===== src/rtl/dec_cfg_pkg.sv =====
// Shared types and constants for the decoder configuration master.
// Readback verification is enabled by defining DEC_CFG_READBACK_EN.
package dec_cfg_pkg;

    typedef enum logic [2:0] {
        StIdle,
        StWrRam,
        StWrDiv,
        StWrRun,
        StRdRun,
        StRdDiv,
        StFin,
        StWrStop
    } cfg_state_t;

    localparam logic CTL_ADDR_RUN = 1'b0;
    localparam logic CTL_ADDR_DIV = 1'b1;

    localparam logic [1:0] CONTR_RED        = 2'd0;
    localparam logic [1:0] CONTR_YELLOW     = 2'd1;
    localparam logic [1:0] CONTR_RED_YELLOW = 2'd2;
    localparam logic [1:0] CONTR_GREEN      = 2'd3;

    // Per-colour left shift applied to the base period, indexed by contr.
    localparam logic [1:0] SHIFT [4] = '{2'd2, 2'd0, 2'd0, 2'd2};

endpackage


===== src/rtl/dec_cfg_if.sv =====
// Bus bundle between the configuration master and the decoder's control
// and period-RAM slave ports.
interface dec_cfg_if #(
    parameter int unsigned M = 32
);
    logic          ctl_wr;
    logic          ctl_rd;
    logic          ctl_addr;
    logic [31:0]   ctl_wrdata;
    logic [31:0]   ctl_rddata;
    logic          ram_wr;
    logic [3:0]    ram_addr;
    logic [M-1:0]  ram_wrdata;

    modport master (
        output ctl_wr, ctl_rd, ctl_addr, ctl_wrdata, ram_wr, ram_addr, ram_wrdata,
        input  ctl_rddata
    );

    modport slave (
        input  ctl_wr, ctl_rd, ctl_addr, ctl_wrdata, ram_wr, ram_addr, ram_wrdata,
        output ctl_rddata
    );
endinterface


===== src/rtl/dec_period_calc.sv =====
// Combinational period word generator: base_period shifted by the colour's
// shift amount, saturating to all ones when a set bit would be lost.
module dec_period_calc
    import dec_cfg_pkg::*;
#(
    parameter int unsigned M = 32
) (
    input  logic [M-1:0] base_period,
    input  logic [1:0]   c,
    output logic [M-1:0] word
);

    logic [1:0]   sh;
    logic [M-1:0] shifted;

    always_comb begin
        sh      = SHIFT[c];
        shifted = base_period << sh;
        // Shifting back exposes any bits that fell off the top.
        word    = ((shifted >> sh) != base_period) ? '1 : shifted;
    end

endmodule


===== src/rtl/dec_cfg_master.sv =====
// Configuration sequencer for the semaphore decoder: period RAM, divider and
// run registers, with optional readback when DEC_CFG_READBACK_EN is defined.
module dec_cfg_master
    import dec_cfg_pkg::*;
#(
    parameter int unsigned M = 32
) (
    input  logic          clk,
    input  logic          clr,
    input  logic          start,
    input  logic          stop,
    input  logic [1:0]    mode,
    input  logic [M-1:0]  base_period,
    output logic          busy,
    output logic          done,
    output logic          err,
    dec_cfg_if.master     bus
);

    cfg_state_t   state_q, state_d;
    logic [1:0]   c_q, c_d;
    logic [1:0]   mode_q, mode_d;
    logic [M-1:0] base_q, base_d;
    logic         err_q, err_d;

    logic         busy_q, busy_d;
    logic         done_q, done_d;
    logic         ctl_wr_q, ctl_wr_d;
    logic         ctl_rd_q, ctl_rd_d;
    logic         ctl_addr_q, ctl_addr_d;
    logic [31:0]  ctl_wrdata_q, ctl_wrdata_d;
    logic         ram_wr_q, ram_wr_d;
    logic [3:0]   ram_addr_q, ram_addr_d;
    logic [M-1:0] ram_wrdata_q, ram_wrdata_d;

    logic [M-1:0] word;

    dec_period_calc #(
        .M (M)
    ) u_period_calc (
        .base_period (base_d),
        .c           (c_d),
        .word        (word)
    );

    always_comb begin
        state_d = state_q;
        c_d     = c_q;
        mode_d  = mode_q;
        base_d  = base_q;
        err_d   = err_q;

        unique case (state_q)
            StIdle: begin
                if (stop) begin
                    state_d = StWrStop;
                end else if (start) begin
                    state_d = StWrRam;
                    c_d     = CONTR_RED;
                    mode_d  = mode;
                    base_d  = base_period;
                    err_d   = 1'b0;
                end
            end
            StWrRam: begin
                if (c_q == CONTR_GREEN) begin
                    state_d = StWrDiv;
                end else begin
                    c_d = c_q + 2'd1;
                end
            end
            StWrDiv: state_d = StWrRun;
`ifdef DEC_CFG_READBACK_EN
            StWrRun: state_d = StRdRun;
`else
            StWrRun: state_d = StFin;
`endif
            StRdRun: begin
                state_d = StRdDiv;
                if (bus.ctl_rddata[0] != 1'b1) err_d = 1'b1;
            end
            StRdDiv: begin
                state_d = StFin;
                if (bus.ctl_rddata[1:0] != mode_q) err_d = 1'b1;
            end
            StFin:    state_d = StIdle;
            StWrStop: state_d = StFin;
            default:  state_d = StIdle;
        endcase
    end

    // Outputs are decoded from the next state so they appear registered in
    // the same cycle the state takes effect.
    always_comb begin
        busy_d       = (state_d != StIdle) && (state_d != StFin);
        done_d       = 1'b0;
        ctl_wr_d     = 1'b0;
        ctl_rd_d     = 1'b0;
        ctl_addr_d   = 1'b0;
        ctl_wrdata_d = '0;
        ram_wr_d     = 1'b0;
        ram_addr_d   = '0;
        ram_wrdata_d = '0;

        unique case (state_d)
            StWrRam: begin
                ram_wr_d     = 1'b1;
                ram_addr_d   = {mode_d, c_d};
                ram_wrdata_d = word;
            end
            StWrDiv: begin
                ctl_wr_d     = 1'b1;
                ctl_addr_d   = CTL_ADDR_DIV;
                ctl_wrdata_d = {30'b0, mode_d};
            end
            StWrRun: begin
                ctl_wr_d     = 1'b1;
                ctl_addr_d   = CTL_ADDR_RUN;
                ctl_wrdata_d = 32'd1;
            end
            StRdRun: begin
                ctl_rd_d   = 1'b1;
                ctl_addr_d = CTL_ADDR_RUN;
            end
            StRdDiv: begin
                ctl_rd_d   = 1'b1;
                ctl_addr_d = CTL_ADDR_DIV;
            end
            StWrStop: begin
                ctl_wr_d     = 1'b1;
                ctl_addr_d   = CTL_ADDR_RUN;
                ctl_wrdata_d = 32'd0;
            end
            StFin:   done_d = 1'b1;
            default: ;
        endcase
    end

    always_ff @(posedge clk or posedge clr) begin
        if (clr) begin
            state_q      <= StIdle;
            c_q          <= '0;
            mode_q       <= '0;
            base_q       <= '0;
            err_q        <= 1'b0;
            busy_q       <= 1'b0;
            done_q       <= 1'b0;
            ctl_wr_q     <= 1'b0;
            ctl_rd_q     <= 1'b0;
            ctl_addr_q   <= 1'b0;
            ctl_wrdata_q <= '0;
            ram_wr_q     <= 1'b0;
            ram_addr_q   <= '0;
            ram_wrdata_q <= '0;
        end else begin
            state_q      <= state_d;
            c_q          <= c_d;
            mode_q       <= mode_d;
            base_q       <= base_d;
            err_q        <= err_d;
            busy_q       <= busy_d;
            done_q       <= done_d;
            ctl_wr_q     <= ctl_wr_d;
            ctl_rd_q     <= ctl_rd_d;
            ctl_addr_q   <= ctl_addr_d;
            ctl_wrdata_q <= ctl_wrdata_d;
            ram_wr_q     <= ram_wr_d;
            ram_addr_q   <= ram_addr_d;
            ram_wrdata_q <= ram_wrdata_d;
        end
    end

    assign busy           = busy_q;
    assign done           = done_q;
    assign err            = err_q;
    assign bus.ctl_wr     = ctl_wr_q;
    assign bus.ctl_rd     = ctl_rd_q;
    assign bus.ctl_addr   = ctl_addr_q;
    assign bus.ctl_wrdata = ctl_wrdata_q;
    assign bus.ram_wr     = ram_wr_q;
    assign bus.ram_addr   = ram_addr_q;
    assign bus.ram_wrdata = ram_wrdata_q;

endmodule


===== src/flat_wrapper.sv =====
// flat-port wrapper written by rule: the top's interface ports become plain ports
module dec_cfg_master_flat import dec_cfg_pkg::*;
#(
    parameter int unsigned M = 32
)
  (clk, clr, start, stop, mode, base_period, busy, done, err, bus_ctl_wr, bus_ctl_rd, bus_ctl_addr, bus_ctl_wrdata, bus_ram_wr, bus_ram_addr, bus_ram_wrdata, bus_ctl_rddata);
  dec_cfg_if #(.M(M)) bus_i ();
  input  logic clk;
  input  logic clr;
  input  logic start;
  input  logic stop;
  input  logic [1:0] mode;
  input  logic [M-1:0] base_period;
  output logic busy;
  output logic done;
  output logic err;
  output wire logic [$bits(bus_i.ctl_wr)-1:0] bus_ctl_wr;
  output wire logic [$bits(bus_i.ctl_rd)-1:0] bus_ctl_rd;
  output wire logic [$bits(bus_i.ctl_addr)-1:0] bus_ctl_addr;
  output wire logic [$bits(bus_i.ctl_wrdata)-1:0] bus_ctl_wrdata;
  output wire logic [$bits(bus_i.ram_wr)-1:0] bus_ram_wr;
  output wire logic [$bits(bus_i.ram_addr)-1:0] bus_ram_addr;
  output wire logic [$bits(bus_i.ram_wrdata)-1:0] bus_ram_wrdata;
  input wire logic [$bits(bus_i.ctl_rddata)-1:0] bus_ctl_rddata;
  assign bus_ctl_wr = bus_i.ctl_wr;
  assign bus_ctl_rd = bus_i.ctl_rd;
  assign bus_ctl_addr = bus_i.ctl_addr;
  assign bus_ctl_wrdata = bus_i.ctl_wrdata;
  assign bus_ram_wr = bus_i.ram_wr;
  assign bus_ram_addr = bus_i.ram_addr;
  assign bus_ram_wrdata = bus_i.ram_wrdata;
  assign bus_i.ctl_rddata = bus_ctl_rddata;
  dec_cfg_master #(.M(M)) u_core (.clk(clk), .clr(clr), .start(start), .stop(stop), .mode(mode), .base_period(base_period), .busy(busy), .done(done), .err(err), .bus(bus_i));
endmodule

===== config.mk =====
export PLATFORM = sky130hd
export DESIGN_NAME = dec_cfg_master_flat
export DESIGN_NICKNAME = d
export VERILOG_FILES = /design/src/rtl/dec_cfg_pkg.sv /design/src/rtl/dec_cfg_if.sv /design/src/rtl/dec_period_calc.sv /design/src/rtl/dec_cfg_master.sv /design/src/flat_wrapper.sv
export SDC_FILE = /design/constraint.sdc
export NUM_CORES = 1
export LEC_CHECK = 0
export ABC_AREA = 1
export CORE_MARGIN = 1.5
export CORE_UTILIZATION = 46
export DETAILED_ROUTE_END_ITERATION = 10
export PLACE_DENSITY_LB_ADDON = 0.2
export SKIP_LAST_GASP = 1
export SYNTH_ARGS = -nofsm -noshare
export SYNTH_HDL_FRONTEND = slang
export SYNTH_HIERARCHICAL = 1
export SYNTH_SLANG_ARGS = --single-unit

===== constraint.sdc =====
create_clock -name clk -period 3 [get_ports clk]
set_input_delay 0.45 -clock clk [delete_from_list [all_inputs] [get_ports clk]]
set_output_delay 0.45 -clock clk [all_outputs]
set_load 0.005 [all_outputs]

==> tab_implementation.tex, run 1 <==
\begin{tabular}{lr}
\hline
Metric & Value \\
\hline
\multicolumn{2}{l}{\textbf{Job}} \\
Max-cap check violation count & 0 \\
\multicolumn{2}{l}{\textbf{Clocking}} \\
Cell chosen for the clock root & sky130\_fd\_sc\_hd\_\_clkbuf\_8 \\
Post-CTS Resized & 0 \\
Clock-pin slew reported for the worst setup and hold paths after clock tree synthesis & 0.08 ns \\
Total number of clock tree sinks & 84 \\
Hold\_buf cts & 0 \\
Number of buffers added by the clock tree synthesis step & 9 \\
Number of H-tree levels & 3 \\
Clock latency at the later pin of the worst-skew pair & 0.34 ns \\
Clk buf depth & 2 \\
Post CTS Setup Buffer Count & 0 \\
Clock tree from TritonCTS & done \\
\multicolumn{2}{l}{\textbf{Logic synthesis}} \\
Sequential element share of the synthesized area & 0.4871 \\
Cell type with the highest aggregate area in the netlist & sky130\_fd\_sc\_hd\_\_dfrtp\_1 \\
Number of instances in the synthesized netlist & approximately 540 \\
Main area contributors after synthesis & sky130\_fd\_sc\_hd\_\_dfrtp\_1 (49\%), sky130\_fd\_sc\_hd\_\_nand2\_1 (19\%), sky130\_fd\_sc\_hd\_\_inv\_1 (7.5\%) \\
Area share of the largest cell type after synthesis & 0.4871 \\
Per-instance average area after synthesis & between 7 and 8 um2 \\
Cell Area, Synth & $\sim$4300 um2 \\
Yosys warnings & 6 \\
Unique masters post-synth & 26 \\
Synthesis-stage register bit count & 84 \\
\multicolumn{2}{l}{\textbf{Worst setup path}} \\
Crit Path Category & input pin to flip-flop \\
Worst Setup Start Kind & input pin \\
CP Data Arrival Time & 2.74 ns \\
Required time at the endpoint of the critical path & 3.27 ns \\
Critical path endpoint category & flip-flop \\
Largest fanout on the critical path & 21 \\
\multicolumn{2}{l}{\textbf{Placement}} \\
DP Wirelength & roughly 5.9 mm \\
RePlAce Congestion & 0.8254 \\
Post-place instance area & 5105 um2 \\
Buffers on Ports & 84 \\
Setup slack after placement & 0.2167 ns \\
Number of placed instances with taps included & 724 \\
\multicolumn{2}{l}{\textbf{STA}} \\
Worst-Margin Slew & $\sim$0.73 ns \\
Min setup slack post-route & 0.5345 ns \\
Final-layout worst hold slack & 0.5044 ns \\
Post-route clock period utilization & 0.8218 \\
Final hold viol count & 0 \\
Count of final setup violators & 0 \\
Clock skew & 0.01401 ns \\
Timing-limited maximum frequency & 405.6 MHz \\
Setup repair after global routing missed its margin & false \\
Final Slew Violations & 0 \\
Relative slew slack & 0.5155 \\
Time the worst path needs with I/O delays and setup & 2.466 ns \\
Setup total negative slack & 0 ns \\
\multicolumn{2}{l}{\textbf{Final layout}} \\
Final cell area excluding filler cells & between 5000 and 6000 um2 \\
Antenna fix cells & 0 \\
Final std cells w/o fill & 739 \\
Growth of design area from synthesis to finish & 23.05\% \\
Share of layout cells above drive strength 1 & 0.1194 \\
Most used cells in the layout excluding fill and tap cells & sky130\_fd\_sc\_hd\_\_nand2\_1 (213), sky130\_fd\_sc\_hd\_\_inv\_1 (85), sky130\_fd\_sc\_hd\_\_clkdlybuf4s50\_1 (84), sky130\_fd\_sc\_hd\_\_dfrtp\_1 (84), sky130\_fd\_sc\_hd\_\_nand3\_1 (37) \\
Most common cell after layout, fill and taps aside & sky130\_fd\_sc\_hd\_\_nand2\_1 \\
Post-layout nets & slightly below 700 \\
Area of the multi-input gates & 1573 um2 \\
Sequential standard cell area & 2102 um2 \\
Fill cell instance count of the final layout & 876 \\
\multicolumn{2}{l}{\textbf{Floorplanning}} \\
Core Area & 9153 um2 \\
Die area & 9971 um2 \\
Row cnt & 35 \\
Top-level I/O count & approximately 150 \\
Die height & 99.86 um \\
Die width & 99.86 um \\
Effective utilization at floorplan & 0.4715 \\
\multicolumn{2}{l}{\textbf{GRT}} \\
Largest net degree at the start of global routing & 46 \\
Vias in the first global route & 3,402 \\
GRT Util Overall & 0.1907 \\
Global-route wire length before repair & 15.24 mm \\
Initial antenna violation count & 0 \\
Sum of overflow across all layers after global routing & 0 \\
\multicolumn{2}{l}{\textbf{Drt}} \\
Routed wire length & 8.721 mm \\
DRC marker count from the first detailed-route iteration & between 100 and 150 \\
Number of iterations in the first detailed-routing pass & 4 \\
Final ANT Viol Nets & 0 \\
Remaining routing DRC violations & 0 \\
Detail-routed net length per standard cell & 11.80 um \\
Vias after detailed routing & between 3,000 and 4,000 \\
DR vias/cell & 4.494 \\
\multicolumn{2}{l}{\textbf{Worst hold path}} \\
Worst min-delay path class & flip-flop to flip-flop \\
\multicolumn{2}{l}{\textbf{Power}} \\
Cell leakage power & 2.909 nW \\
Power density cells & 1187 nW/um2 \\
Worst ir drop on vdd & 0.4970 mV \\
\multicolumn{2}{l}{\textbf{Run status}} \\
Run status & completed \\
\hline
\end{tabular}
## worst max-delay path: stages
cell	delay, ns
sky130_fd_sc_hd__clkdlybuf4s50_1	0.49
sky130_fd_sc_hd__inv_1	0.04
sky130_fd_sc_hd__nor2_1	0.12
sky130_fd_sc_hd__nand3_1	0.33
sky130_fd_sc_hd__nand2_1	0.17
sky130_fd_sc_hd__nand2_1	0.07
sky130_fd_sc_hd__nand2_1	0.10
sky130_fd_sc_hd__inv_1	0.09
sky130_fd_sc_hd__inv_2	0.07
sky130_fd_sc_hd__nand2_4	0.13
sky130_fd_sc_hd__nand2_2	0.10
sky130_fd_sc_hd__buf_4	0.25
sky130_fd_sc_hd__nand2_1	0.09
sky130_fd_sc_hd__nand2_1	0.07
sky130_fd_sc_hd__inv_1	0.06
sky130_fd_sc_hd__nor2_4	0.09
## cell families (layout without fill, tap and decap cells)
logic type             Yosys count  after routing  synth area share
AND/OR/NAND/NOR                307            307            0.3279
buffers and inverters          143            200            0.1737
other                            1             30         0.0008690
flip-flops                      84             84            0.4871
AO/OA/AOI/OAI                    7              7           0.01044
## power breakdown
part | switching [mW] | leakage [nW] | internal [mW]
Sequential | 0.194 | 1.09 | 1.65
Combinational | 2.18 | 1.72 | 1.42
Clock | 0.392 | 0.102 | 0.462
Total | 2.77 | 2.91 | 3.54
## layout make-up
| cell class | count | share of cell area |
|---|---|---|
| timing repair buffer | 96 | 0.1800 |
| sequential | 84 | 0.3959 |
| tap | 111 | 0.02615 |
| clock buffer | 10 | 0.02403 |
| clock inverter | 5 | 0.01461 |
| inverter | 89 | 0.06315 |
| multi-input combinational | 344 | 0.2962 |
## registers in the layout (all words and copies together) (netlist names)
name                   count
u_core/bus.ram_addr        4
u_core/bus.ctl_addr        1
u_core/base_q             32
u_core/c_q                 2
u_core/busy                1
u_core/bus.ctl_wrdata      2
u_core/err                 1
u_core/mode_q              2
u_core/done                1
u_core/state_q             3
u_core/bus.ctl_rd          1
u_core/bus.ram_wr          1
u_core/bus.ram_wrdata     32
u_core/bus.ctl_wr          1
## synthesized netlist by cell type, drive strengths merged
library cell	count
nand2	221
inv	89
dfrtp	84
buf	54
nor2	43
nand3	39
o21ai	3
a21oi	2
nor3	2
conb	1
nand4	1
o211ai	1
o21a	1
or2	1
## stage by stage
stage / total power, mW / util
2_1_floorplan: 4.563 / -
3_3_place_gp: 5.404 / 0.5578
3_5_place_dp: 5.489 / 0.5578
4_1_cts: 6.375 / 0.5802
5_1_grt: 6.941 / 0.5802
6_report: 6.305 / 0.5802
## final timing paths
| kind | start | end | slack [ns] | cells past startpoint |
|---|---|---|---|---|
| worst max-delay path | start | u_core/bus.ram_wrdata[24] | 0.53 | 16 |
| worst min-delay path | u_core/base_q[19] | u_core/base_q[19] | 0.50 | 2 |
| worst max register to register | u_core/state_q[0] | u_core/bus.ram_wrdata[24] | 0.57 | 14 |
| worst min register to register | u_core/base_q[19] | u_core/base_q[19] | 0.50 | 2 |
| max in group asynchronous | clr | u_core/base_q[31] | 1.82 | 3 |
| min in group asynchronous | clr | u_core/bus.ram_wrdata[23] | 0.52 | 2 |
## metal layers
metal  GRT usage  vias to the layer above  wire [um]
li1            -                     1681          -
met1      0.2376                     1514       3715
met2      0.3286                      115       4285
met3     0.04666                       11        593
met4     0.05742                        0        127
met5           0                        -          0
No activity file was read; power rests on OpenSTA's default activity.
==> run 2: changes to the inputs <==
CORE_UTILIZATION = 42   (was 46)
clock period = 2.1 ns   (was 3 ns; I/O delays follow)
==> run 2 against run 1 <==
Against the previous run: flip-flop and latch count unchanged; critical path depth decreased by 2; first-iteration DRC count fell by 29%; register-to-register slack lost 0.40 ns.
==> tab_implementation.tex, run 2 (synthesis gave the netlist of run 1 again) <==
\begin{tabular}{lr}
\hline
Metric & Value \\
\hline
\multicolumn{2}{l}{\textbf{STA}} \\
Time the worst path needs with I/O delays and setup & about 1.9 ns \\
Final Slew Violations & 0 (unchanged) \\
Post-route clock period utilization & 0.9270 \\
Setup total negative slack & 0 ns (unchanged) \\
Final hold viol count & 0 (unchanged) \\
Timing-limited maximum frequency & 513.7 MHz \\
Setup repair after global routing missed its margin & false (unchanged) \\
Clock skew & 0.01254 ns (was 0.01401 ns) \\
Count of final setup violators & 0 (unchanged) \\
\multicolumn{2}{l}{\textbf{Worst setup path}} \\
Crit Path Category & input pin to flip-flop (unchanged) \\
CP Data Arrival Time & 2.17 ns (was 2.74 ns) \\
Worst-path cell with the longest stage delay & sky130\_fd\_sc\_hd\_\_clkdlybuf4s50\_1 (unchanged) \\
Worst Setup Start Kind & input pin (unchanged) \\
Cells traversed along the worst timing path & clkdlybuf4s50\_1 -> inv\_1 -> nor2\_2 -> nand3\_4 -> buf\_4 -> nand2\_1 -> nand2\_1 -> nor2\_2 -> buf\_6 -> nand2\_1 -> nand2\_1 -> nand2\_1 -> inv\_1 -> nor2\_4 (was clkdlybuf4s50\_1 -> inv\_1 -> nor2\_1 -> nand3\_1 -> nand2\_1 -> nand2\_1 -> nand2\_1 -> inv\_1 -> inv\_2 -> nand2\_4 -> nand2\_2 -> buf\_4 -> nand2\_1 -> nand2\_1 -> inv\_1 -> nor2\_4) \\
Startpoint of the worst register-to-register path & u\_core/state\_q[2] (was u\_core/state\_q[0]) \\
Largest fanout on the critical path & 16 (was 21) \\
Required time at the endpoint of the critical path & 2.33 ns (was 3.27 ns) \\
Cell occurring most often along the worst timing path & sky130\_fd\_sc\_hd\_\_nand2\_1 (unchanged) \\
Critical path endpoint category & flip-flop (unchanged) \\
Worst R2R Setup Slack & 0.17 ns (was 0.57 ns) \\
Number of cells traversed by the worst register-to-register path & 12 (was 14) \\
Reg-to-Reg End & u\_core/bus.ram\_wrdata[24] (unchanged) \\
Slowest stage delay, CP & 0.48 ns (was 0.49 ns) \\
\multicolumn{2}{l}{\textbf{Final layout}} \\
Antenna fix cells & 0 (unchanged) \\
Sequential standard cell area & 2103 um2 (was 2102 um2) \\
Final core utilization & 0.5548 (was 0.5802) \\
Fill cell instance count of the final layout & 956 (was 876) \\
Final std cells w/o fill & 774 (was 739) \\
Most used cells in the layout excluding fill and tap cells & sky130\_fd\_sc\_hd\_\_nand2\_1 (213), sky130\_fd\_sc\_hd\_\_clkdlybuf4s50\_1 (84), sky130\_fd\_sc\_hd\_\_inv\_1 (84) (was sky130\_fd\_sc\_hd\_\_nand2\_1 (213), sky130\_fd\_sc\_hd\_\_inv\_1 (85), sky130\_fd\_sc\_hd\_\_clkdlybuf4s50\_1 (84), sky130\_fd\_sc\_hd\_\_dfrtp\_1 (84), sky130\_fd\_sc\_hd\_\_nand3\_1 (37)) \\
Growth of design area from synthesis to finish & 26.82\% (was 23.05\%) \\
Share of layout cells above drive strength 1 & 0.1466 (was 0.1194) \\
Area of the multi-input gates & 1593 um2 (was 1573 um2) \\
Most common cell after layout, fill and taps aside & sky130\_fd\_sc\_hd\_\_nand2\_1 (unchanged) \\
Final cell area excluding filler cells & 5473 um2 (was 5310 um2) \\
Post-layout nets & 706 (was 694) \\
\multicolumn{2}{l}{\textbf{Clocking}} \\
Clock-pin slew reported for the worst setup and hold paths after clock tree synthesis & 0.09 ns (was 0.08 ns) \\
Number of buffers added by the clock tree synthesis step & 9 (unchanged) \\
Hold\_buf cts & 0 (unchanged) \\
Clk buf depth & 2 (unchanged) \\
Clock latency at the later pin of the worst-skew pair & 0.35 ns (was 0.34 ns) \\
Clock tree from TritonCTS & done (unchanged) \\
Number of H-tree levels & 3 (unchanged) \\
Cell chosen for the clock root & sky130\_fd\_sc\_hd\_\_clkbuf\_8 (unchanged) \\
Total number of clock tree sinks & 84 (unchanged) \\
\multicolumn{2}{l}{\textbf{Job}} \\
Max-cap check violation count & 0 (unchanged) \\
\multicolumn{2}{l}{\textbf{Run status}} \\
Run status & completed (unchanged) \\
\multicolumn{2}{l}{\textbf{Floorplanning}} \\
Die area & 10,890 um2 (was 9971 um2) \\
Row cnt & 36 (was 35) \\
Die width & 104.4 um (was 99.86 um) \\
Die height & 104.4 um (was 99.86 um) \\
Top-level I/O count & 145 (unchanged) \\
Core Area & 9864 um2 (was 9153 um2) \\
Effective utilization at floorplan & 0.4375 (was 0.4715) \\
\multicolumn{2}{l}{\textbf{GRT}} \\
Vias in the first global route & 3,499 (was 3,402) \\
Initial antenna violation count & 0 (unchanged) \\
Sum of overflow across all layers after global routing & 0 (unchanged) \\
GRT Util Overall & 0.1778 (was 0.1907) \\
Largest net degree at the start of global routing & 63 (was 46) \\
Global-route wire length before repair & 15.73 mm (was 15.24 mm) \\
\multicolumn{2}{l}{\textbf{Power}} \\
Post-route total power & 9.028 mW (was 6.305 mW) \\
Cell leakage power & 2.957 nW (was 2.909 nW) \\
Power density cells & 1650 nW/um2 (was 1187 nW/um2) \\
Worst ir drop on vdd & 0.7247 mV (was 0.4970 mV) \\
\multicolumn{2}{l}{\textbf{Placement}} \\
Buffers on Ports & 84 (unchanged) \\
DP Wirelength & 5.836 mm (was 5.893 mm) \\
RePlAce Congestion & 0.7747 (was 0.8254) \\
Post-place instance area & 5253 um2 (was 5105 um2) \\
Number of placed instances with taps included & 756 (was 724) \\
\multicolumn{2}{l}{\textbf{Drt}} \\
Number of iterations in the first detailed-routing pass & 4 (unchanged) \\
Remaining routing DRC violations & 0 (unchanged) \\
Routed wire length & 8.685 mm (was 8.721 mm) \\
Vias after detailed routing & 3,342 (was 3,321) \\
DRC marker count from the first detailed-route iteration & 88 (was 124) \\
Detail-routed net length per standard cell & 11.22 um (was 11.80 um) \\
DR vias/cell & 4.318 (was 4.494) \\
Final ANT Viol Nets & 0 (unchanged) \\
\multicolumn{2}{l}{\textbf{Worst hold path}} \\
Worst min-delay path class & input pin to async pin (was flip-flop to flip-flop) \\
\hline
\end{tabular}
==> run 2: routing by layer <==
metal  routed length (um)  GRT usage  vias to the layer above
met2                 4244     0.3069                       80
li1                     -          -                     1703
met1                 3945     0.2208                     1550
met5                    0          0                        -
met3                  387    0.03697                        9
met4                  107    0.05952                        0
==> run 2: final cells by class <==
cell class                      instances  share of cell area
Tap cell                              133             0.03041
Timing Repair Buffer                  108              0.1994
Multi-Input combinational cell        344              0.2910
Clock inverter                          6            0.007316
Clock buffer                           10             0.02515
Sequential cell                        84              0.3843
Inverter                               89             0.06241
==> run 2: power breakdown <==
group | leakage [nW] | internal [mW] | switching (mW)
Sequential | 1.09 | 2.36 | 0.253
Combinational | 1.78 | 2.21 | 3.16
Clock | 0.0920 | 0.460 | 0.586
Total | 2.96 | 5.03 | 4.00
==> run 2: how the worst max path moves through the flow <==
| stage | start | end | cells after the start |
|---|---|---|---|
| 2_1_floorplan | u_core/state_q[0] | u_core/bus.ram_wrdata[15] | 14 |
| 3_3_place_gp | start | u_core/bus.ram_wrdata[19] | 14 |
| 3_5_place_dp | start | u_core/bus.ram_wrdata[20] | 14 |
| 4_1_cts | start | u_core/bus.ram_wrdata[24] | 14 |
| 5_1_grt | start | u_core/bus.ram_wrdata[18] | 14 |
| 6_report | start | u_core/bus.ram_wrdata[24] | 14 |
==> run 2: stage by stage <==
stage	worst slack [ns]	hold slack [ns]
2_1_floorplan	0.2155	0.4580
3_3_place_gp	-0.1938	0.4789
3_5_place_dp	-0.2468	0.4862
4_1_cts	0.1031	0.3862
5_1_grt	0.005465	0.4272
6_report	0.1532	0.3900
==> run 2: critical path: cells and delay by family <==
kind / cells / cell delay [ns]
buffers and inverters: 5 / 1.01
and+or+nand+nor: 9 / 0.85
==> run 2: repair_timing <==
action	in CTS	in global routing
setup buffers	0	2
resized for setup	0	7
endpoints found under the setup margin	0	32
==> run 3: changes to the inputs <==
GPL_ROUTABILITY_DRIVEN = 0   (was not set)
==> results of run 3 <==
No change in the layout: final DEF, timing and power equal those of run 2.
